<file path="src/rtl/shift_register_driver_pkg.sv">
// Shared types and default constants for the shift_register_driver slice.
package shift_register_driver_pkg;

  localparam int DEF_WIDTH = 8;
  localparam int DEF_DIV   = 1;

  typedef enum logic [2:0] {
    ST_IDLE  = 3'd0,
    ST_SH_LO = 3'd1,
    ST_SH_HI = 3'd2,
    ST_LT_LO = 3'd3,
    ST_LT_HI = 3'd4
  } state_t;

endpackage

</file>
<file path="src/rtl/shift_register_driver_clk_div_tick.sv">
// Half-period timer: one-cycle tick every DIV cycles, restarted whenever the
// controller changes state.
module clk_div_tick #(
  parameter int DIV = 1
) (
  input  logic clk,
  input  logic reset,
  input  logic clear,
  output logic tick
);

  localparam int CW = $clog2(DIV + 1);

  logic [CW-1:0] cnt;

  assign tick = (cnt == CW'(DIV - 1));

  always_ff @(posedge clk) begin
    if (reset || clear || tick) cnt <= '0;
    else                        cnt <= cnt + 1'b1;
  end

endmodule

</file>
<file path="src/rtl/shift_register_driver.sv">
// Serialises one parallel word per handshake onto ser/srclk and strobes rclk.
// Optional readback of the cascade output is enabled by SR_DRIVER_READBACK_EN.
//
// state    | meaning
// IDLE     | in_ready high, waiting for a word
// SH_LO    | srclk low, current bit presented on ser
// SH_HI    | srclk high, ser held
// LT_LO    | all bits shifted, srclk/rclk low
// LT_HI    | rclk high, downstream latch updates
module shift_register_driver
  import shift_register_driver_pkg::*;
#(
  parameter int WIDTH     = DEF_WIDTH,
  parameter int DIV       = DEF_DIV,
  parameter bit MSB_FIRST = 1'b1
) (
  input  logic             clk,
  input  logic             reset,
  input  logic [WIDTH-1:0] in_data,
  input  logic             in_valid,
  output logic             in_ready,
  output logic             ser,
  output logic             srclk,
  output logic             rclk,
  output logic             busy,
  output logic             done
`ifdef SR_DRIVER_READBACK_EN
  ,
  input  logic             q7s,
  output logic [WIDTH-1:0] rd_data
`endif
);

  localparam int BW = $clog2(WIDTH + 1);

  state_t           state, state_nxt;
  logic [WIDTH-1:0] sreg, sreg_nxt;
  logic [BW-1:0]    bits, bits_nxt;
  logic             tick;
  logic             accept;
  logic             cur_bit;

  assign accept = in_ready && in_valid;

  clk_div_tick #(.DIV(DIV)) u_tick (
    .clk   (clk),
    .reset (reset),
    .clear (state_nxt != state),
    .tick  (tick)
  );

  always_comb begin
    state_nxt = state;
    sreg_nxt  = sreg;
    bits_nxt  = bits;
    case (state)
      ST_IDLE: if (accept) begin
        state_nxt = ST_SH_LO;
        sreg_nxt  = in_data;
        bits_nxt  = BW'(WIDTH);
      end
      ST_SH_LO: if (tick) state_nxt = ST_SH_HI;
      ST_SH_HI: if (tick) begin
        bits_nxt = bits - 1'b1;
        if (bits != BW'(1)) begin
          sreg_nxt  = MSB_FIRST ? (sreg << 1) : (sreg >> 1);
          state_nxt = ST_SH_LO;
        end else begin
          state_nxt = ST_LT_LO;
        end
      end
      ST_LT_LO: if (tick) state_nxt = ST_LT_HI;
      ST_LT_HI: if (tick) state_nxt = ST_IDLE;
      default:  state_nxt = ST_IDLE;
    endcase
  end

  assign cur_bit = MSB_FIRST ? sreg_nxt[WIDTH-1] : sreg_nxt[0];

  // Outputs are registered from the next state so they line up with it.
  always_ff @(posedge clk) begin
    if (reset) begin
      state    <= ST_IDLE;
      sreg     <= '0;
      bits     <= '0;
      in_ready <= 1'b0;
      ser      <= 1'b0;
      srclk    <= 1'b0;
      rclk     <= 1'b0;
      busy     <= 1'b0;
      done     <= 1'b0;
    end else begin
      state    <= state_nxt;
      sreg     <= sreg_nxt;
      bits     <= bits_nxt;
      in_ready <= (state_nxt == ST_IDLE);
      ser      <= ((state_nxt == ST_SH_LO) || (state_nxt == ST_SH_HI)) ? cur_bit : 1'b0;
      srclk    <= (state_nxt == ST_SH_HI);
      rclk     <= (state_nxt == ST_LT_HI);
      busy     <= (state_nxt != ST_IDLE);
      done     <= (state == ST_LT_HI) && tick;
    end
  end

`ifdef SR_DRIVER_READBACK_EN
  logic [WIDTH-1:0] rb, rb_nxt;

  // Cascade bits land in the same positions they were transmitted from.
  always_comb begin
    rb_nxt = MSB_FIRST ? ((rb << 1) | WIDTH'(q7s))
                       : ((rb >> 1) | (WIDTH'(q7s) << (WIDTH - 1)));
  end

  always_ff @(posedge clk) begin
    if (reset) begin
      rb      <= '0;
      rd_data <= '0;
    end else begin
      if ((state == ST_SH_HI) && tick) rb <= rb_nxt;
      if ((state == ST_LT_HI) && tick) rd_data <= rb;
    end
  end
`endif

endmodule

</file>
<file path="config.mk">
export PLATFORM = sky130hd
export DESIGN_NAME = shift_register_driver
export DESIGN_NICKNAME = d
export VERILOG_FILES = /design/src/rtl/shift_register_driver_pkg.sv /design/src/rtl/shift_register_driver_clk_div_tick.sv /design/src/rtl/shift_register_driver.sv
export SDC_FILE = /design/constraint.sdc
export NUM_CORES = 1
export LEC_CHECK = 0
export ABC_AREA = 1
export CORE_MARGIN = 4
export CORE_UTILIZATION = 45
export DETAILED_ROUTE_END_ITERATION = 8
export PLACE_DENSITY_LB_ADDON = 0.08
export SETUP_SLACK_MARGIN = 0.4
export SLEW_MARGIN = 25
export SYNTH_ARGS = -nofsm -noshare
export SYNTH_HDL_FRONTEND = slang
export SYNTH_SLANG_ARGS = --single-unit
export TNS_END_PERCENT = 30
</file>
<file path="constraint.sdc">
create_clock -name clk -period 3.05 [get_ports clk]
set_input_delay 0.61 -clock clk [delete_from_list [all_inputs] [get_ports clk]]
set_output_delay 0.61 -clock clk [all_outputs]
set_load 0.01 [all_outputs]
</file>
==> results of run 1 <==
[logic make-up (layout without fill, tap and decap cells)]
group / count (synthesis) / count (layout)
simple gates: 84 / 84
buf+inv: 20 / 39
compound gates: 16 / 16
other cells: 1 / 1
flops: 22 / 22
fa+ha+maj: 2 / 2
[cells in the mapped netlist (all sizes together)]
cell / count / share of area [%]
nor3: 2 / 1.0
a21oi: 5 / 2.5
nand2: 39 / 16
conb: 1 / 0.37
inv: 19 / 7.1
a31oi: 1 / 0.62
ha: 2 / 2.5
o21ai: 10 / 5.0
clkbuf: 1 / 0.37
dfxtp: 22 / 44
nand4: 1 / 0.62
nand3: 10 / 6.5
nor2: 32 / 14
[layout make-up]
cell class	count	area (µm²)	share of cell area, %
timing repair buffer	16	160.2	13.02
inverter	19	71.32	5.799
clock buffer	4	36.28	2.950
tap	27	33.78	2.747
multi-input combinational	103	488.0	39.67
sequential	22	440.4	35.81
[placed cells by master, fill, tap and decap left out]
| master | Yosys | final |
|---|---|---|
| a21oi_1 | 5 | 5 |
| inv_2 | 5 | 5 |
| nor2_1 | 29 | 29 |
| nand2_4 | 1 | 1 |
| inv_1 | 14 | 14 |
| nor2_4 | 2 | 2 |
| a31oi_1 | 1 | 1 |
| clkbuf_8 | 0 | 1 |
| nand3_2 | 3 | 3 |
| o21ai_0 | 10 | 10 |
| nand3_1 | 7 | 7 |
| nor3_1 | 2 | 2 |
| conb_1 | 1 | 1 |
| dfxtp_1 | 22 | 22 |
| clkbuf_4 | 0 | 3 |
| nor2_2 | 1 | 1 |
| nand4_1 | 1 | 1 |
| clkdlybuf4s50_1 | 0 | 16 |
| nand2_1 | 36 | 36 |
| nand2_2 | 2 | 2 |
| ha_1 | 2 | 2 |
[where the power goes]
group	switching [mW]	internal (mW)
logic	0.0660	0.0480
registers	0.0130	0.310
clock network	0.0904	0.0729
[metrics by stage]
| step | utilization (%) | instance area [µm²] |
|---|---|---|
| finish | 60.23 | 1230 |
| global route | 60.23 | 1230 |
| CTS | 60.23 | 1230 |
| detailed placement | 58.46 | 1194 |
| global placement | 58.46 | 1194 |
| floorplan | - | 1003 |
[per-layer routing]
layer / GRT usage, % / up-vias / share of wire, %
li1: - / 488 / -
met1: 17.40 / 412 / 48
met2: 21.96 / 17 / 45
met3: 5.361 / 7 / 5.1
met4: 5.208 / 0 / 1.8
met5: 0 / - / 0
[flip-flops by register name (all words and copies together) (netlist names)]
| signal | count |
|---|---|
| bits | 4 |
| busy | 1 |
| done | 1 |
| in_ready | 1 |
| rclk | 1 |
| ser | 1 |
| srclk | 1 |
| sreg | 8 |
| state | 3 |
| u_tick.cnt | 1 |
[worst max path at each step]
stage                to      from
6_report          srclk     srclk
4_1_cts        in_ready  in_ready
3_3_place_gp    sreg[6]  in_valid
3_5_place_dp    sreg[5]  in_valid
2_1_floorplan   sreg[1]  in_valid
5_1_grt        in_ready  in_ready
==> impl_metrics.csv, run 1 <==
group,metric,value,unit
clock_network,cts.repair.resized,0,
critical_path,cp_slowest_cell,"clkdlybuf4s50_1",
finish,area_growth_syn_to_layout,22.57,%
finish,final_cell_count_no_fill,191,
synthesis,syn_inst,145,
sta,drv_slew,0,
critical_path,path_cells,"clkdlybuf4s50_1",
hold_path,hp-start,"sreg[0]",
clock_network,tritoncts,"done",
critical_path,worstRegToRegCells,9,
pwr,max-vdd-ir-drop,0.0003704,V
pwr,power_density,487.7,nW/µm²
global_routing,grt_pass1_vias,807,
pwr,p_total,0.5999,mW
floorplanning,io_pins,17,
clock_network,post-cts-setup-buffer-count,0,
critical_path,crit_cells,1,
floorplanning,dieArea,3049,µm²
critical_path,crit_buf_inv,1,
critical_path,reg2reg_from,"bits[1]",
critical_path,endpoint_kind,"output port",
sta,fin_skew,0.002931,ns
synthesis,synthAdderAreaFrac,2.494,%
synthesis,synth-simple-area-share,37.66,%
sta,clock.fmax,0.5551,GHz
clock_network,htreeDepth,1,
clock_network,hold_buffers,0,
critical_path,cp-start-kind,"register",
critical_path,cp_max_fo,1,
global_routing,grt_pass1_wl,3422,µm
sta,timing.final.crit_period,1.802,ns
place,place_ws,1.154,ns
route,viasPerCell,4.838,
clock_network,cts_buffers,3,
pwr,p_leak,0.5880,nW
sta,rsz0062_at_grt,"false",
route,wl,2051,µm
synthesis,synthesis.area,1003,µm²
synthesis,synth_top_family_by_area,"simple AND/OR/NAND/NOR gates",
global_routing,grt-ovfl-total,0,
synthesis,yosys_warnings,0,
synthesis,synth-seq-cells,22,
place,gp_congestion,0.8408,
synthesis,synth_compound_area_share,8.105,%
sta,setup_ws,1.248,ns
sta,fin_crit_sh,59.07,%
critical_path,worst-endpoint-required,2.44,ns
route,drt-initial-drc-count,13,
place,dp.final_hpwl,1490,µm
global_routing,antenna_found_initial,0,
hold_path,hold_end,"sreg[0]",
route,wl_per_cell,10.74,µm
clock_network,clk_pin_slew,0.12,ns
place,portBuffers,16,
place,place_inst,187,
sta,final-setup-viol-count,0,
critical_path,critical_path.max_stage_delay,0.54,ns
finish,nets,178,
route,dr.pass1.iters,4,
clock_network,cts_sinks,22,
critical_path,reg2reg_slack,1.65,ns
synthesis,synth-xor-area-share,0,%
clock_network,cts-root-buf,"clkbuf_4",
clock_network,clkLatencyLatePin,0.31,ns
floorplanning,die_h,55.22,µm
floorplanning,row_count,16,
sta,finalSetupTns,0,ns
synthesis,synthDistinctLibCells,19,
finish,diodes,0,
critical_path,crit_family,"buffers and inverters",
floorplanning,initial_core_util,49.14,%
finish,fillers,204,
sta,hold_violations,0,
synthesis,synthMuxAreaShare,0,%
floorplanning,die_w,55.22,µm
critical_path,path_class,"reg2out",
global_routing,grtUsageTotal,14.04,%
hold_path,hold_class,"reg2reg",
hold_path,min_path_cells,2,
finish,drive_above_1_share,10.98,%
route,drc,0,
clock_network,cts_buffer_depth,2,
route,drtAntennaViolNets,0,
critical_path,r2r_end,"sreg[5]",
synthesis,synth_nets,158,
global_routing,grt_start_max_net_pins,13,
outcome,status,"finished clean",
critical_path,arrival,1.19,ns
synthesis,yosysSeqAreaShare,43.89,%
sta,holdWs,0.4883,ns
route,vias,924,
job,cap_viol_max_count,0,
synthesis,synth_area_per_cell,6.920,µm²
floorplanning,core,2042,µm²
Power figures use the tool's default switching activity.
==> inputs of run 2 (changes only) <==
clock period = 1.6 ns   (was 3.05 ns; I/O delays follow)
==> run 2 against run 1 <==
Sequential power is 93% higher. Register-to-register slack lost 1.3 ns. Worst hold slack got worse by 0.0043 ns. First-iteration DRC count increased by 7.7%. Largest cell class unchanged. Via count increased by 9.0%. Clock-buffer cell count shrank 1. Combinational power grew to 2.5 times the previous value. Highest routed layer unchanged. Critical path type is now in2reg. Cell area increased by 14%.
==> impl_metrics.csv, run 2 (same netlist as run 1, synthesis figures left out) <==
group,metric,value,unit
critical_path,crit_buf_inv,3,
floorplanning,io_pins,17,
sta,fin_crit_sh,78.70,%
pwr,comb_power_share,21.4,%
clock_network,cts_sinks,22,
floorplanning,die_h,55.22,µm
place,gp_congestion,0.8685,
sta,setup_ws,0.3408,ns
pwr,switching_power,0.3698,mW
route,dr.pass1.iters,4,
floorplanning,dieArea,3049,µm²
floorplanning,row_count,16,
pwr,p_leak,0.6576,nW
critical_path,endpoint_kind,"register",
global_routing,grt_pass1_wl,3801,µm
finish,regMostFlops,"sreg",
outcome,status,"finished clean",
place,portBuffers,16,
finish,drive_above_1_share,28.99,%
floorplanning,initial_core_util,49.14,%
critical_path,cp_slowest_cell,"clkdlybuf4s50_1",
finish,layout_commonest_cell,"nand2_1",
critical_path,crit_family,"buffers and inverters",
clock_network,clk_pin_slew,0.13,ns
sta,timing.final.crit_period,1.259,ns
critical_path,reg2reg_slack,0.34,ns
sta,rsz0062_at_grt,"true",
finish,utilization,68.57,%
clock_network,cts_buffers,3,
hold_path,hold_class,"reg2reg",
route,drc,0,
clock_network,htreeDepth,1,
critical_path,path_class,"in2reg",
route,wl_per_cell,12.58,µm
clock_network,cts_buffer_depth,2,
global_routing,antenna_found_initial,0,
global_routing,grt_start_max_net_pins,14,
clock_network,clkLatencyLatePin,0.31,ns
finish,nets,183,
route,vias,1007,
sta,drv_slew,0,
sta,clock.fmax,0.7941,GHz
pwr,max-vdd-ir-drop,0.0007224,V
floorplanning,die_w,55.22,µm
route,viasPerCell,5.138,
pwr,p_sw_share,27.76,%
critical_path,critical_path.max_stage_delay,0.45,ns
finish,top_regs,"sreg (8), bits (4), state (3)",
place,place_ws,-0.007575,ns
pwr,clockPowerShare,32.0,%
critical_path,arrival,1.49,ns
sta,hold_violations,0,
clock_network,hold_buffers,0,
place,dp.final_hpwl,1583,µm
sta,final-setup-viol-count,0,
route,drt-initial-drc-count,14,
route,wl,2466,µm
pwr,power_density,951.7,nW/µm²
critical_path,worst-endpoint-required,1.83,ns
global_routing,grt-ovfl-total,0,
critical_path,path_cells,"clkdlybuf4s50_1 -> nand2_1 -> inv_1 -> nand3_4 -> nand2_4 -> nor2_4 -> nand2_2 -> nand2_1 -> inv_1 -> nor2_1",
global_routing,grtUsageTotal,15.50,%
global_routing,grt_pass1_vias,901,
floorplanning,core,2042,µm²
finish,design_area,1400,µm²
critical_path,cp_max_fo,7,
finish,area_growth_syn_to_layout,39.53,%
finish,final_cell_mix,"31 x nand2_1, 23 x nor2_1, 15 x dfxtp_1, 13 x inv_1, 10 x clkdlybuf4s50_1",
critical_path,cp-start-kind,"input port",
finish,largest_reg_flops,8,
clock_network,tritoncts,"done",
pwr,pwr-share-seq,46.6,%
pwr,intPower,0.9626,mW
sta,fin_skew,0.008436,ns
place,dpl_cell_area,1201,µm²
job,cap_viol_max_count,0,
route,drtAntennaViolNets,0,
clock_network,cts-root-buf,"clkbuf_4",
finish,diodes,0,
[run 2: cell count changes in the layout (fill, tap and decap cells not counted), sizes merged]
cell	change
dlygate4sd2	+1
clkbuf	-1
clkdlybuf4s50	-6
bufinv	+1
clkdlybuf4s15	+1
buf	+9
[run 2: power groups by stage]
| stage | Clock, mW | Sequential, mW | Combinational (mW) |
|---|---|---|---|
| final | 0.426 | 0.621 | 0.286 |
| after CTS | 0.438 | 0.618 | 0.257 |
| after floorplan | 0 | 0.626 | 0.142 |
| after detailed placement | 0 | 0.627 | 0.220 |
| after global routing | 0.464 | 0.626 | 0.317 |
| after global placement | 0 | 0.626 | 0.215 |
[run 2: worst register-to-register path, stage by stage, from the launching register on]
cell	delay (ns)
dfxtp_2	0.35
nor2_4	0.20
nand3_4	0.21
nand2_4	0.17
nor2_4	0.05
nand2_2	0.05
nand2_1	0.05
inv_1	0.05
nor2_1	0.04
[run 2: area by class of cell]
| class | instances | area, µm² |
|---|---|---|
| Clock buffer | 3 | 22.52 |
| Fill cell | 175 | 641.9 |
| Tap cell | 27 | 33.78 |
| Timing Repair Buffer | 21 | 181.4 |
| Multi-Input combinational cell | 103 | 594.3 |
| Inverter | 19 | 86.33 |
| Sequential cell | 22 | 451.7 |
| Clock inverter | 1 | 30.03 |
[run 2: stage by stage]
stage | setup TNS, ns | hold slack (ns) | power, mW | cells
floorplan | 0 | 0.4392 | 0.7678 | 145
global placement | 0 | 0.4504 | 0.8412 | 188
CTS | 0 | 0.4789 | 1.313 | 195
global route | 0 | 0.5322 | 1.407 | 196
finish | 0 | 0.4840 | 1.332 | 196
detailed placement | -0.01281 | 0.4607 | 0.8479 | 188
[run 2: worst paths after layout]
kind,startpoint,to,cells past startpoint
worst max-delay path,in_valid,ser,10
worst min-delay path,sreg[0],sreg[0],2
worst max register to register,state[0],ser,8
worst min register to register,sreg[0],sreg[0],2
[run 2: layer usage]
metal  vias to the layer above  global-route usage (%)  routed length, µm
met5                         -                       0                  0
met4                         0                   7.292                 57
met2                        25                   23.31               1187
li1                        503                       -                  -
met3                         9                   6.061                131
met1                       470                   19.31               1090
[run 2: repair_timing]
action                                  in CTS  in global routing
endpoints found under the setup margin      18                 20
gates resized for setup                     49                 14
pin swaps                                   13                  9
buffers inserted                             3                  1
==> inputs of run 3 (changes only) <==
clock period = 1 ns   (was 1.6 ns; I/O delays follow)
==> run 3 against run 2 <==
First-iteration DRC count is 57% higher. Die area unchanged. Combinational power rose by 67%. Critical path depth shrank 2. Critical endpoint is now sreg[5]. The flow now finishes with violations (setup timing). Worst hold slack worse by 0.049 ns. Register-to-register slack worse by 0.60 ns. Clock skew fell by 0.0070 ns.
==> impl_metrics.csv, run 3 (same netlist as run 1, synthesis figures left out) <==
group,metric,value,unit
global_routing,grt_pass1_wl,4084,µm
critical_path,worstRegToRegCells,8,
global_routing,grt_pass1_vias,960,
clock_network,cts-root-buf,"clkbuf_4",
critical_path,cp_max_fo,7,
sta,hold_violations,0,
critical_path,endpoint_kind,"register",
floorplanning,dieArea,3049,µm²
critical_path,worst-endpoint-required,1.21,ns
outcome,status,"finished, violations left",
critical_path,reg2reg_from,"state[2]",
sta,timing.final.crit_period,1.257,ns
floorplanning,row_count,16,
route,viasPerCell,4.698,
finish,drive_above_1_share,33.15,%
floorplanning,io_pins,17,
finish,final_cell_count_no_fill,205,
floorplanning,die_h,55.22,µm
global_routing,grtUsageTotal,16.40,%
finish,layout_commonest_cell,"nand2_1",
clock_network,clk_pin_slew,0.12,ns
job,cap_viol_max_count,0,
sta,setup_ws,-0.2567,ns
route,drtAntennaViolNets,0,
finish,regMostFlops,"sreg",
pwr,p_leak,0.6980,nW
critical_path,r2r_end,"sreg[5]",
global_routing,antenna_found_initial,0,
clock_network,htreeDepth,1,
route,dr.pass1.iters,4,
floorplanning,initial_core_util,49.14,%
route,drt-initial-drc-count,22,
sta,clock.fmax,0.7957,GHz
outcome,violations,"setup timing",
pwr,power_density,1495,nW/µm²
clock_network,tritoncts,"done",
floorplanning,die_w,55.22,µm
finish,area_growth_syn_to_layout,42.89,%
sta,drv_slew,0,
clock_network,cts_buffer_depth,2,
critical_path,path_class,"reg2reg",
finish,diodes,0,
finish,top_regs,"sreg (8), bits (4), state (3)",
sta,fin_crit_sh,125.7,%
critical_path,cp-start-kind,"register",
route,drc,0,
route,wl_per_cell,11.71,µm
hold_path,hold_end,"sreg[0]",
finish,nets,192,
critical_path,arrival,1.47,ns
clock_network,clkLatencyLatePin,0.31,ns
global_routing,grt-ovfl-total,0,
hold_path,min_path_cells,3,
place,dp.final_hpwl,1616,µm
finish,largest_reg_flops,8,
sta,final-setup-viol-count,18,
place,place_inst,198,
hold_path,hold_class,"in2reg",
route,wl,2400,µm
clock_network,cts_buffers,3,
critical_path,reg2reg_slack,-0.26,ns
clock_network,cts_sinks,22,
finish,final_cell_mix,"31 x nand2_1, 26 x nor2_1, 15 x dfxtp_1, 13 x buf_4, 11 x inv_1",
pwr,p_total,2.144,mW
place,portBuffers,16,
route,vias,963,
sta,rsz0062_at_grt,"true",
hold_path,hp-start,"in_data[0]",
place,gp_congestion,0.8395,
finish,fillers,175,
global_routing,grt_start_max_net_pins,14,
floorplanning,core,2042,µm²
pwr,max-vdd-ir-drop,0.001333,V
sta,finalSetupTns,-3.482,ns
sta,fin_skew,0.001429,ns
-- run 3: layout make-up --
cell class              instances  area [µm²]  share of cell area [%]
clock buffers                   3       22.52                   1.571
clock inverters                 1       30.03                   2.094
inverters                      19       76.32                   5.323
multi-input cells             103       570.5                   39.79
flip-flops and latches         22       449.2                   31.33
well taps                      27       33.78                   2.356
repair buffers                 30       251.5                   17.54
-- run 3: worst max path at each step --
stage	start	end	slack, ns	cells past startpoint
floorplan	state[2]	sreg[1]	-0.1	8
detailed placement	in_valid	sreg[3]	-0.45	9
finish	state[2]	sreg[5]	-0.26	8
CTS	state[0]	bits[1]	-0.20	7
global placement	in_valid	sreg[6]	-0.44	8
global route	state[2]	sreg[3]	-0.35	7
-- run 3: metal layers --
layer	vias up	part of all wire (%)	track usage (%)
li1	516	-	-
met1	428	47	20.69
met2	17	49	27.53
met3	2	4.5	5.128
met4	0	0.33	3.125
met5	-	0	0
-- run 3: metrics by stage --
| step | setup slack (ns) | hold WS (ns) | area [µm²] | util [%] |
|---|---|---|---|---|
| CTS | -0.2027 | 0.4271 | 1395 | 68.32 |
| detailed placement | -0.4454 | 0.4567 | 1294 | 63.36 |
| finish | -0.2567 | 0.4347 | 1434 | 70.22 |
| global placement | -0.4382 | 0.4508 | 1294 | 63.36 |
| floorplan | -0.09630 | 0.3482 | 1021 | - |
| global route | -0.3493 | 0.4465 | 1434 | 70.22 |
-- run 3: timing repair --
action / in CTS / in global routing
hold buffers: 0 / 0
buffers inserted: 2 / 1
gates resized for setup: 42 / 10
pin swaps: 8 / 8
setup endpoints to repair: 27 / 27
endpoints found under the hold margin: 0 / 0
-- run 3: report_power, final --
part	leakage [nW]	internal (mW)	switching [mW]	total, mW
registers	0.183	0.949	0.0418	0.991
clock network	0.0279	0.405	0.271	0.677
logic	0.487	0.220	0.257	0.477
total	0.698	1.57	0.570	2.14
-- run 3: worst max-delay path: stages (launching register included) --
cell,delay (ns)
dfxtp_2,0.36
nor2_4,0.14
nand2_2,0.11
inv_2,0.11
nand3_2,0.12
nand2_4,0.13
inv_4,0.06
nor2_1,0.09
nor2_1,0.05
